==> src/rtl/ula_pkg.sv <==
// Shared definitions for the ULA control stage: opcodes, FSM states and instruction fields.
package ula_pkg;

    localparam int unsigned DATA_W     = 16;
    localparam int unsigned REG_ADDR_W = 3;
    localparam int unsigned NUM_REGS   = 2 ** REG_ADDR_W;
    localparam int unsigned INSTR_W    = 16;

    localparam logic [2:0] OP_ADD = 3'b000;
    localparam logic [2:0] OP_SUB = 3'b001;
    localparam logic [2:0] OP_DIV = 3'b010;
    localparam logic [2:0] OP_MUL = 3'b011;
    localparam logic [2:0] OP_AND = 3'b100;
    localparam logic [2:0] OP_OR  = 3'b101;
    localparam logic [2:0] OP_NOT = 3'b110;
    localparam logic [2:0] OP_XOR = 3'b111;

    typedef enum logic [1:0] {
        StIdle,
        StDecode,
        StExecute,
        StWriteback
    } state_e;

    // Bit 15 selects the format: 0 = ULA op, 1 = load immediate.
    localparam int unsigned KIND_BIT  = 15;
    localparam int unsigned OP_MSB    = 14;
    localparam int unsigned OP_LSB    = 12;
    localparam int unsigned RD_MSB    = 11;
    localparam int unsigned RD_LSB    = 9;
    localparam int unsigned RS1_MSB   = 8;
    localparam int unsigned RS1_LSB   = 6;
    localparam int unsigned RS2_MSB   = 5;
    localparam int unsigned RS2_LSB   = 3;
    localparam int unsigned LI_RD_MSB = 14;
    localparam int unsigned LI_RD_LSB = 12;
    localparam int unsigned IMM_MSB   = 11;
    localparam int unsigned IMM_W     = 12;

endpackage

==> src/rtl/unidade_controle_ula_if.sv <==
// Instruction handshake, ULA operand/result bus and debug read port of the control stage.
interface unidade_controle_ula_if;

    logic                               instr_valid;
    logic [ula_pkg::INSTR_W-1:0]        instr;
    logic                               instr_ready;
    logic [ula_pkg::DATA_W-1:0]         operando1;
    logic [ula_pkg::DATA_W-1:0]         operando2;
    logic [2:0]                         opcode;
    logic [2*ula_pkg::DATA_W-1:0]       resultado;
    logic [ula_pkg::DATA_W-1:0]         hi;
    logic                               done;
    logic                               erro;
    logic [ula_pkg::REG_ADDR_W-1:0]     dbg_addr;
    logic [ula_pkg::DATA_W-1:0]         dbg_data;

    modport slave (
        input  instr_valid, instr, resultado, dbg_addr,
        output instr_ready, operando1, operando2, opcode, hi, done, erro, dbg_data
    );

    modport master (
        output instr_valid, instr, resultado, dbg_addr,
        input  instr_ready, operando1, operando2, opcode, hi, done, erro, dbg_data
    );

endinterface

==> src/rtl/unidade_controle_ula_banco_registradores.sv <==
// 8x16 register bank: synchronous write, two combinational read ports plus a debug read port.
module banco_registradores
    import ula_pkg::*;
(
    input  logic                  clock,
    input  logic                  reset,
    input  logic                  we,
    input  logic [REG_ADDR_W-1:0] waddr,
    input  logic [DATA_W-1:0]     wdata,
    input  logic [REG_ADDR_W-1:0] raddr1,
    input  logic [REG_ADDR_W-1:0] raddr2,
    input  logic [REG_ADDR_W-1:0] dbg_addr,
    output logic [DATA_W-1:0]     rdata1,
    output logic [DATA_W-1:0]     rdata2,
    output logic [DATA_W-1:0]     dbg_data
);

    logic [DATA_W-1:0] regs [NUM_REGS];

    always_ff @(posedge clock) begin
        if (reset) begin
            for (int i = 0; i < int'(NUM_REGS); i++) begin
                regs[i] <= '0;
            end
        end else if (we) begin
            regs[waddr] <= wdata;
        end
    end

    assign rdata1   = regs[raddr1];
    assign rdata2   = regs[raddr2];
    assign dbg_data = regs[dbg_addr];

endmodule

==> src/rtl/unidade_controle_ula.sv <==
// Multi-cycle control stage: decodes an instruction, feeds the ULA and writes its result back.
module unidade_controle_ula
    import ula_pkg::*;
(
    input  logic                 clock,
    input  logic                 reset,
    unidade_controle_ula_if.slave bus
);

    state_e                state;
    logic [INSTR_W-1:0]    instr_q;
    logic [2*DATA_W-1:0]   res_q;
    logic                  div_zero_q;
    logic [DATA_W-1:0]     operando1_q;
    logic [DATA_W-1:0]     operando2_q;
    logic [2:0]            opcode_q;
    logic [DATA_W-1:0]     hi_q;
    logic                  done_q;
    logic                  erro_q;

    logic                  is_li;
    logic [REG_ADDR_W-1:0] rd;
    logic                  we;
    logic [DATA_W-1:0]     wdata;
    logic [DATA_W-1:0]     rdata1;
    logic [DATA_W-1:0]     rdata2;

    assign is_li = instr_q[KIND_BIT];
    assign rd    = is_li ? instr_q[LI_RD_MSB:LI_RD_LSB] : instr_q[RD_MSB:RD_LSB];
    // A divide by zero still retires through writeback but must not touch the bank.
    assign we    = (state == StWriteback) && (is_li || !div_zero_q);
    assign wdata = is_li ? {{(DATA_W - IMM_W){1'b0}}, instr_q[IMM_MSB:0]} : res_q[DATA_W-1:0];

    banco_registradores u_banco (
        .clock    (clock),
        .reset    (reset),
        .we       (we),
        .waddr    (rd),
        .wdata    (wdata),
        .raddr1   (instr_q[RS1_MSB:RS1_LSB]),
        .raddr2   (instr_q[RS2_MSB:RS2_LSB]),
        .dbg_addr (bus.dbg_addr),
        .rdata1   (rdata1),
        .rdata2   (rdata2),
        .dbg_data (bus.dbg_data)
    );

    always_ff @(posedge clock) begin
        if (reset) begin
            state       <= StIdle;
            instr_q     <= '0;
            res_q       <= '0;
            div_zero_q  <= 1'b0;
            operando1_q <= '0;
            operando2_q <= '0;
            opcode_q    <= '0;
            hi_q        <= '0;
            done_q      <= 1'b0;
            erro_q      <= 1'b0;
        end else begin
            done_q <= 1'b0;
            unique case (state)
                StIdle: begin
                    if (bus.instr_valid) begin
                        instr_q <= bus.instr;
                        state   <= StDecode;
                    end
                end
                StDecode: begin
                    if (is_li) begin
                        done_q <= 1'b1;
                        state  <= StWriteback;
                    end else begin
                        operando1_q <= rdata1;
                        operando2_q <= rdata2;
                        opcode_q    <= instr_q[OP_MSB:OP_LSB];
                        state       <= StExecute;
                    end
                end
                StExecute: begin
                    res_q      <= bus.resultado;
                    div_zero_q <= (opcode_q == OP_DIV) && (operando2_q == '0);
                    if ((opcode_q == OP_DIV) && (operando2_q == '0)) begin
                        erro_q <= 1'b1;
                    end
                    done_q <= 1'b1;
                    state  <= StWriteback;
                end
                StWriteback: begin
                    if (!is_li && !div_zero_q) begin
                        hi_q <= res_q[2*DATA_W-1:DATA_W];
                    end
                    state <= StIdle;
                end
                default: state <= StIdle;
            endcase
        end
    end

    assign bus.instr_ready = (state == StIdle) && !reset;
    assign bus.operando1   = operando1_q;
    assign bus.operando2   = operando2_q;
    assign bus.opcode      = opcode_q;
    assign bus.hi          = hi_q;
    assign bus.done        = done_q;
    assign bus.erro        = erro_q;

endmodule
==> src/flat_wrapper.sv <==
// flat-port wrapper written by rule: the top's interface ports become plain ports
module unidade_controle_ula_flat import ula_pkg::*;
  (clock, reset, bus_instr_valid, bus_instr, bus_resultado, bus_dbg_addr, bus_instr_ready, bus_operando1, bus_operando2, bus_opcode, bus_hi, bus_done, bus_erro, bus_dbg_data);
  unidade_controle_ula_if bus_i ();
  input  logic clock;
  input  logic reset;
  input wire logic [$bits(bus_i.instr_valid)-1:0] bus_instr_valid;
  input wire logic [$bits(bus_i.instr)-1:0] bus_instr;
  input wire logic [$bits(bus_i.resultado)-1:0] bus_resultado;
  input wire logic [$bits(bus_i.dbg_addr)-1:0] bus_dbg_addr;
  output wire logic [$bits(bus_i.instr_ready)-1:0] bus_instr_ready;
  output wire logic [$bits(bus_i.operando1)-1:0] bus_operando1;
  output wire logic [$bits(bus_i.operando2)-1:0] bus_operando2;
  output wire logic [$bits(bus_i.opcode)-1:0] bus_opcode;
  output wire logic [$bits(bus_i.hi)-1:0] bus_hi;
  output wire logic [$bits(bus_i.done)-1:0] bus_done;
  output wire logic [$bits(bus_i.erro)-1:0] bus_erro;
  output wire logic [$bits(bus_i.dbg_data)-1:0] bus_dbg_data;
  assign bus_i.instr_valid = bus_instr_valid;
  assign bus_i.instr = bus_instr;
  assign bus_i.resultado = bus_resultado;
  assign bus_i.dbg_addr = bus_dbg_addr;
  assign bus_instr_ready = bus_i.instr_ready;
  assign bus_operando1 = bus_i.operando1;
  assign bus_operando2 = bus_i.operando2;
  assign bus_opcode = bus_i.opcode;
  assign bus_hi = bus_i.hi;
  assign bus_done = bus_i.done;
  assign bus_erro = bus_i.erro;
  assign bus_dbg_data = bus_i.dbg_data;
  unidade_controle_ula u_core (.clock(clock), .reset(reset), .bus(bus_i));
endmodule
==> config.mk <==
export PLATFORM = sky130hd
export DESIGN_NAME = unidade_controle_ula_flat
export DESIGN_NICKNAME = d
export VERILOG_FILES = /design/src/rtl/ula_pkg.sv /design/src/rtl/unidade_controle_ula_if.sv /design/src/rtl/unidade_controle_ula_banco_registradores.sv /design/src/rtl/unidade_controle_ula.sv /design/src/flat_wrapper.sv
export SDC_FILE = /design/constraint.sdc
export NUM_CORES = 1
export LEC_CHECK = 0
export CAP_MARGIN = 40
export CORE_MARGIN = 2
export CORE_UTILIZATION = 64
export CTS_CLUSTER_DIAMETER = 120
export DETAILED_ROUTE_END_ITERATION = 8
export DONT_BUFFER_PORTS = 1
export PLACE_DENSITY = 0.84
export SLEW_MARGIN = 20
export SYNTH_ARGS = -nofsm -noshare
export SYNTH_HDL_FRONTEND = slang
export SYNTH_HIERARCHICAL = 1
export SYNTH_SLANG_ARGS = --single-unit
==> constraint.sdc <==
create_clock -name clock -period 4.3 [get_ports clock]
set_input_delay 1.075 -clock clock [delete_from_list [all_inputs] [get_ports clock]]
set_output_delay 1.075 -clock clock [all_outputs]
set_load 0.03 [all_outputs]
Yosys cells after proc, flatten, opt, wreduce, memory -nomap -nowiden
Memories as Yosys holds them, arrays and structs flattened. A register that Yosys moved wholly into a read port is not among the register bits. Index checks and enable logic that the tools add are counted.

Add/sub/neg operators: 0. Multiply operators: 0. Div/mod/pow operators: 0. Magnitude comparators: 0. Eq/ne operators: 5. Shift-type cells: 0. Multiplexer cells: 15. Bitwise gates (word level): 1. Reduce and logical (&&, ||, !) cells: 15.

Operator list (count): 2-to-1 mux 16 bit (2); zero test 16 bit (1); OR reduction 16 bit (1); 2-to-1 mux 1 bit (8); case mux 2 bit (4 select lines) (1); AND reduction 2 bit (4); 2-to-1 mux 3 bit (2); equality test 2 bit, second input constant (2); logical AND 1 bit (4); equality test 3 x 2 -> 1 bit, second input constant (1); zero test 1 bit (3); equality test 2 x 1 -> 1 bit, second input constant (1); zero test 2 bit (1); 2-to-1 mux 2 bit (1); != test 2 bit, second input constant (1); case mux 1 bit (2 select lines) (1); logical OR 1 bit (1); NOT 1 bit (1).

Register bits: 72. Bits in latches: 0. RAM bits: 128. ROM bits: 0. Output and inout port bits: 70. Logic and storage cells: 45. Memories: 1.

Memory list: u_core.u_banco.regs (depth 8, bits a word 16, rd ports 3, clocked after Yosys merged registers in 2, wr ports 8, line unidade_controle_ula_banco_registradores.sv:18) `logic [DATA_W-1:0] regs [NUM_REGS];`.

Logic depth before layout (Yosys ltp)
Depth in word-level cells: 8. Gate-level depth with buffers: 8. Gate-level depth less buffers: 5.

By module
The synthesis kept the hierarchy.

Modules (own cells, without submodules): banco_registradores (times used 1, cells each 487, area an instance 8020.2 um^2); unidade_controle_ula (times used 1, cells each 454, area an instance 4022.6 um^2).

Least setup slack after synthesis
No wires, ideal clock.

Path type: in2out. Start: in bus_dbg_addr[0]. End: out bus_dbg_data[1]. Data arrival time: 2.204 ns. Setup slack: 1.021 ns. Stages: 4. Path buffers: 2. Path through: buf_6 > buf_6 > mux4_1 > mux2_2.

Longest elaborated chain between the ends: 1.

Ends and longest elaborated chain: start, declared (line flat_wrapper.sv:10) `input wire logic [$bits(bus_i.dbg_addr)-1:0] bus_dbg_addr;`; memory read (8 x 16 bit); end, declared (line flat_wrapper.sv:18) `output wire logic [$bits(bus_i.dbg_data)-1:0] bus_dbg_data;`.

No other way between the ends.

Worst setup path in the final report
Start: in bus_dbg_addr[0]. End: out bus_dbg_data[11].

The elaborated chain is that of the path after synthesis.

==> results.tsv <==
metric	value	unit
crit path DAT	2070	ps
Final TNS setup	0	ps
DIE AREA	0.0199	mm^2
r2r endpoint	u_core/u_banco/regs[0][0]$_SDFFCE_PN0P_	
P per Cell Area	511	mW/mm^2
Max stage delay on crit path	570	ps
post-synthesis sequential area ratio	0.492	
Post-Synth Simple-Gate Area	0.125	
number of buffer cells added on primary ports	0	
CTS Sinks	232	
slew of the pin with the lowest slew margin	887	ps
Ant. Diodes	0	
DRC	0	
P&R area growth vs syn	7.36	%
GR Overflow Total	0	
R2R setup slack	1250	ps
Net Switching	2.16	mW
final cycle utilization of the critical path	0.731	
Seq pwr share	0.443	
Final Hold Fails	0	
Initial Util	0.648	
# hold bufs at CTS	0	
clk_lat worst skew	520	ps
post-DP HPWL	19.8	mm
largest family of logic cells by synthesized area	multiplexers	
cells after synthesis	941	
Ports	124	
largest net degree at the start of global routing	117	
CTS tree	yes	
Mapped Nets	999	
vias	8290	
slew margin rel.	0.408	
Sw Ratio	0.328	
Synth Register Bits	232	
worst-path cell with the longest stage delay	mux4_1	
most common cell after layout, fill and taps aside	edfxtp_1	
final slew viol count	0	
crit-path leading delay family	multiplexers	
Critical Path RT	3220	ps
core area	0.0186	mm^2
DP Cell Count	1112	
synth unique cells	41	
XOR/XNOR Fraction of Synth Area	0	
Die Ht	141	um
grt met2 use	0.514	
post-cts sizing count	0	
Buf+Inv Stages, Crit Path	0	
CTS H-tree lvls	1	
WS Path Type	input port to primary output	
Post-Syn Area	0.0120	mm^2
routed wire length	31.4	mm
Cell Count, Final, Fillers Out	1154	
grt met1 use	0.395	
Worst Skew	18.7	ps
crit end category	primary output	
outcome	complete, no violations	
Fmax achieved	0.318	GHz
first drt pass iteration count	6	
Min Clock Period, post-route	3140	ps
final setup fails	0	
Hold Crit Depth	2	
RSZ-0062 raised after global routing	false	
leakage power	4.43	nW
worst r2r src	u_core/instr_q[15]$_SDFFE_PP0P_	
most frequent cells in the layout	edfxtp_1, nand2_1, nor3_1	
Clk pwr share	0.315	
GRT Max-Usage Layer	met2	
die width	141	um
hold path start	u_core/res_q[18]$_SDFFE_PP0N_	
total track usage	0.311	
fin util	0.696	
Synthesis Warnings	6	
CP Launch Type	input port	
Logic pwr share	0.241	
placed inst area	0.0121	mm^2
vias in the first global route	8108	
postcts setup bufs	0	
Worst Hold End	u_core/bus.hi[2]$_SDFFE_PP0P_	
post-synthesis adder-cell area fraction	0.00416	
Peak supply drop	0.286	mV
Avg WL per Cell	27.2	um
share of cells above drive strength 1	0.190	
cell internal pwr	4.44	mW
first-pass GRT wire length	47.4	mm
Hold Crit Class	register to register	
worst-path cell chain	mux4_1 > mux2_2	
clock root cell	clkbuf_16	
gpl congestion	0.851	
Compound-Gate Fraction of Synth Area	0.0397	
initial antenna violation count	0	
Clock Pin Slew Worst Setup and Hold Paths	60	ps
layout net count	962	
Vias/cell	7.18	
GR Layer Usage met3	0.0870	
max cap viols	0	
clock buffer count from CTS	23	
mux cell area share after synthesis	0.291	
mean post-synth cell area	12.8	um^2
Routed Antenna Nets	0	
CTS Buffer Depth	3	
CP Max Fanout	32	
Final Cell Area	0.0129	mm^2
Std-Cell Rows	50	
1st-iter DRT viols	1053	
worst r2r path cells	5	
per-stage QoR:
| step | worst slack, ps | hold WS (ps) | power, mW |
|---|---|---|---|
| after floorplan | 1020 | 431 | 4.12 |
| after global placement | 1230 | 432 | 4.40 |
| after detailed placement | 1210 | 443 | 4.48 |
| after CTS | 1190 | 454 | 6.55 |
| after global routing | 1130 | 475 | 6.80 |
| final | 1160 | 459 | 6.60 |
state kept, by name, indices dropped and copies added, names as in the netlist:
register,flops
u_core/bus.erro,1
u_core/bus.done,1
u_core/state,2
u_core/bus.opcode,3
u_core/bus.operando2,16
u_core/div_zero_q,1
u_core/u_banco/regs,128
u_core/instr_q,16
u_core/bus.hi,16
u_core/res_q,32
u_core/bus.operando1,16
synth_stat cells (all sizes together):
cell type | n | area [um^2]
nand2 | 136 | 536
nor3 | 130 | 681
edfxtp | 128 | 3840
dfxtp | 104 | 2080
mux4 | 96 | 2480
a21oi | 69 | 383
mux2 | 63 | 709
buf | 53 | 359
clkbuf | 37 | 143
nor2 | 33 | 124
mux2i | 32 | 320
clkinv | 16 | 60.1
o21bai | 8 | 60.1
inv | 5 | 18.8
nor2b | 5 | 31.3
ha | 4 | 50.1
nand2b | 3 | 18.8
nor4 | 3 | 18.8
nand3b | 2 | 15.0
nor3b | 2 | 26.3
or3b | 2 | 17.5
a211oi | 1 | 7.51
and2 | 1 | 6.26
nand4 | 1 | 6.26
nor4b | 1 | 8.76
o21a | 1 | 7.51
o21ai | 1 | 5.00
o22ai | 1 | 6.26
o32ai | 1 | 8.76
or2 | 1 | 6.26
or3 | 1 | 6.26
routing by layer:
layer / vias up / wire length, um
met5: - / 0
li1: 3514 / -
met4: 0 / 1320
met3: 128 / 3960
met2: 605 / 15200
met1: 4043 / 10900
worst max-delay path by stage:
stage,startpoint,end,slack [ps],cells after the start
floorplan,bus_dbg_addr[0],bus_dbg_data[1],1020,4
global placement,bus_dbg_addr[0],bus_dbg_data[11],1230,2
detailed placement,bus_dbg_addr[0],bus_dbg_data[10],1210,2
CTS,bus_dbg_addr[0],bus_dbg_data[6],1190,2
global route,u_core/instr_q[15]$_SDFFE_PP0P_,u_core/u_banco/regs[0][0]$_SDFFCE_PN0P_,1130,5
finish,bus_dbg_addr[0],bus_dbg_data[11],1160,2
layout make-up:
type / instances / area [um^2]
Timing Repair Buffer: 28 / 290
Clock buffer: 34 / 729
Multi-Input combinational cell: 598 / 5540
Sequential cell: 232 / 5930
Clock inverter: 7 / 65.1
Fill cell: 1136 / 5650
Tap cell: 234 / 293
Inverter: 21 / 78.8
kinds of logic after synthesis:
kind of cell / count (synthesis)
simple gates: 321
flops: 232
mux: 191
buf+inv: 111
compound gates: 82
fa+ha+maj: 4
power by group through the flow:
stage | Clock, mW | Combinational, mW | Sequential (mW)
after floorplan | 0 | 1.29 | 2.83
after global placement | 0 | 1.40 | 3.00
after detailed placement | 0 | 1.51 | 2.97
after CTS | 2.09 | 1.54 | 2.93
after global routing | 2.17 | 1.69 | 2.95
final | 2.08 | 1.59 | 2.93
Power figures use the tool's default switching activity.
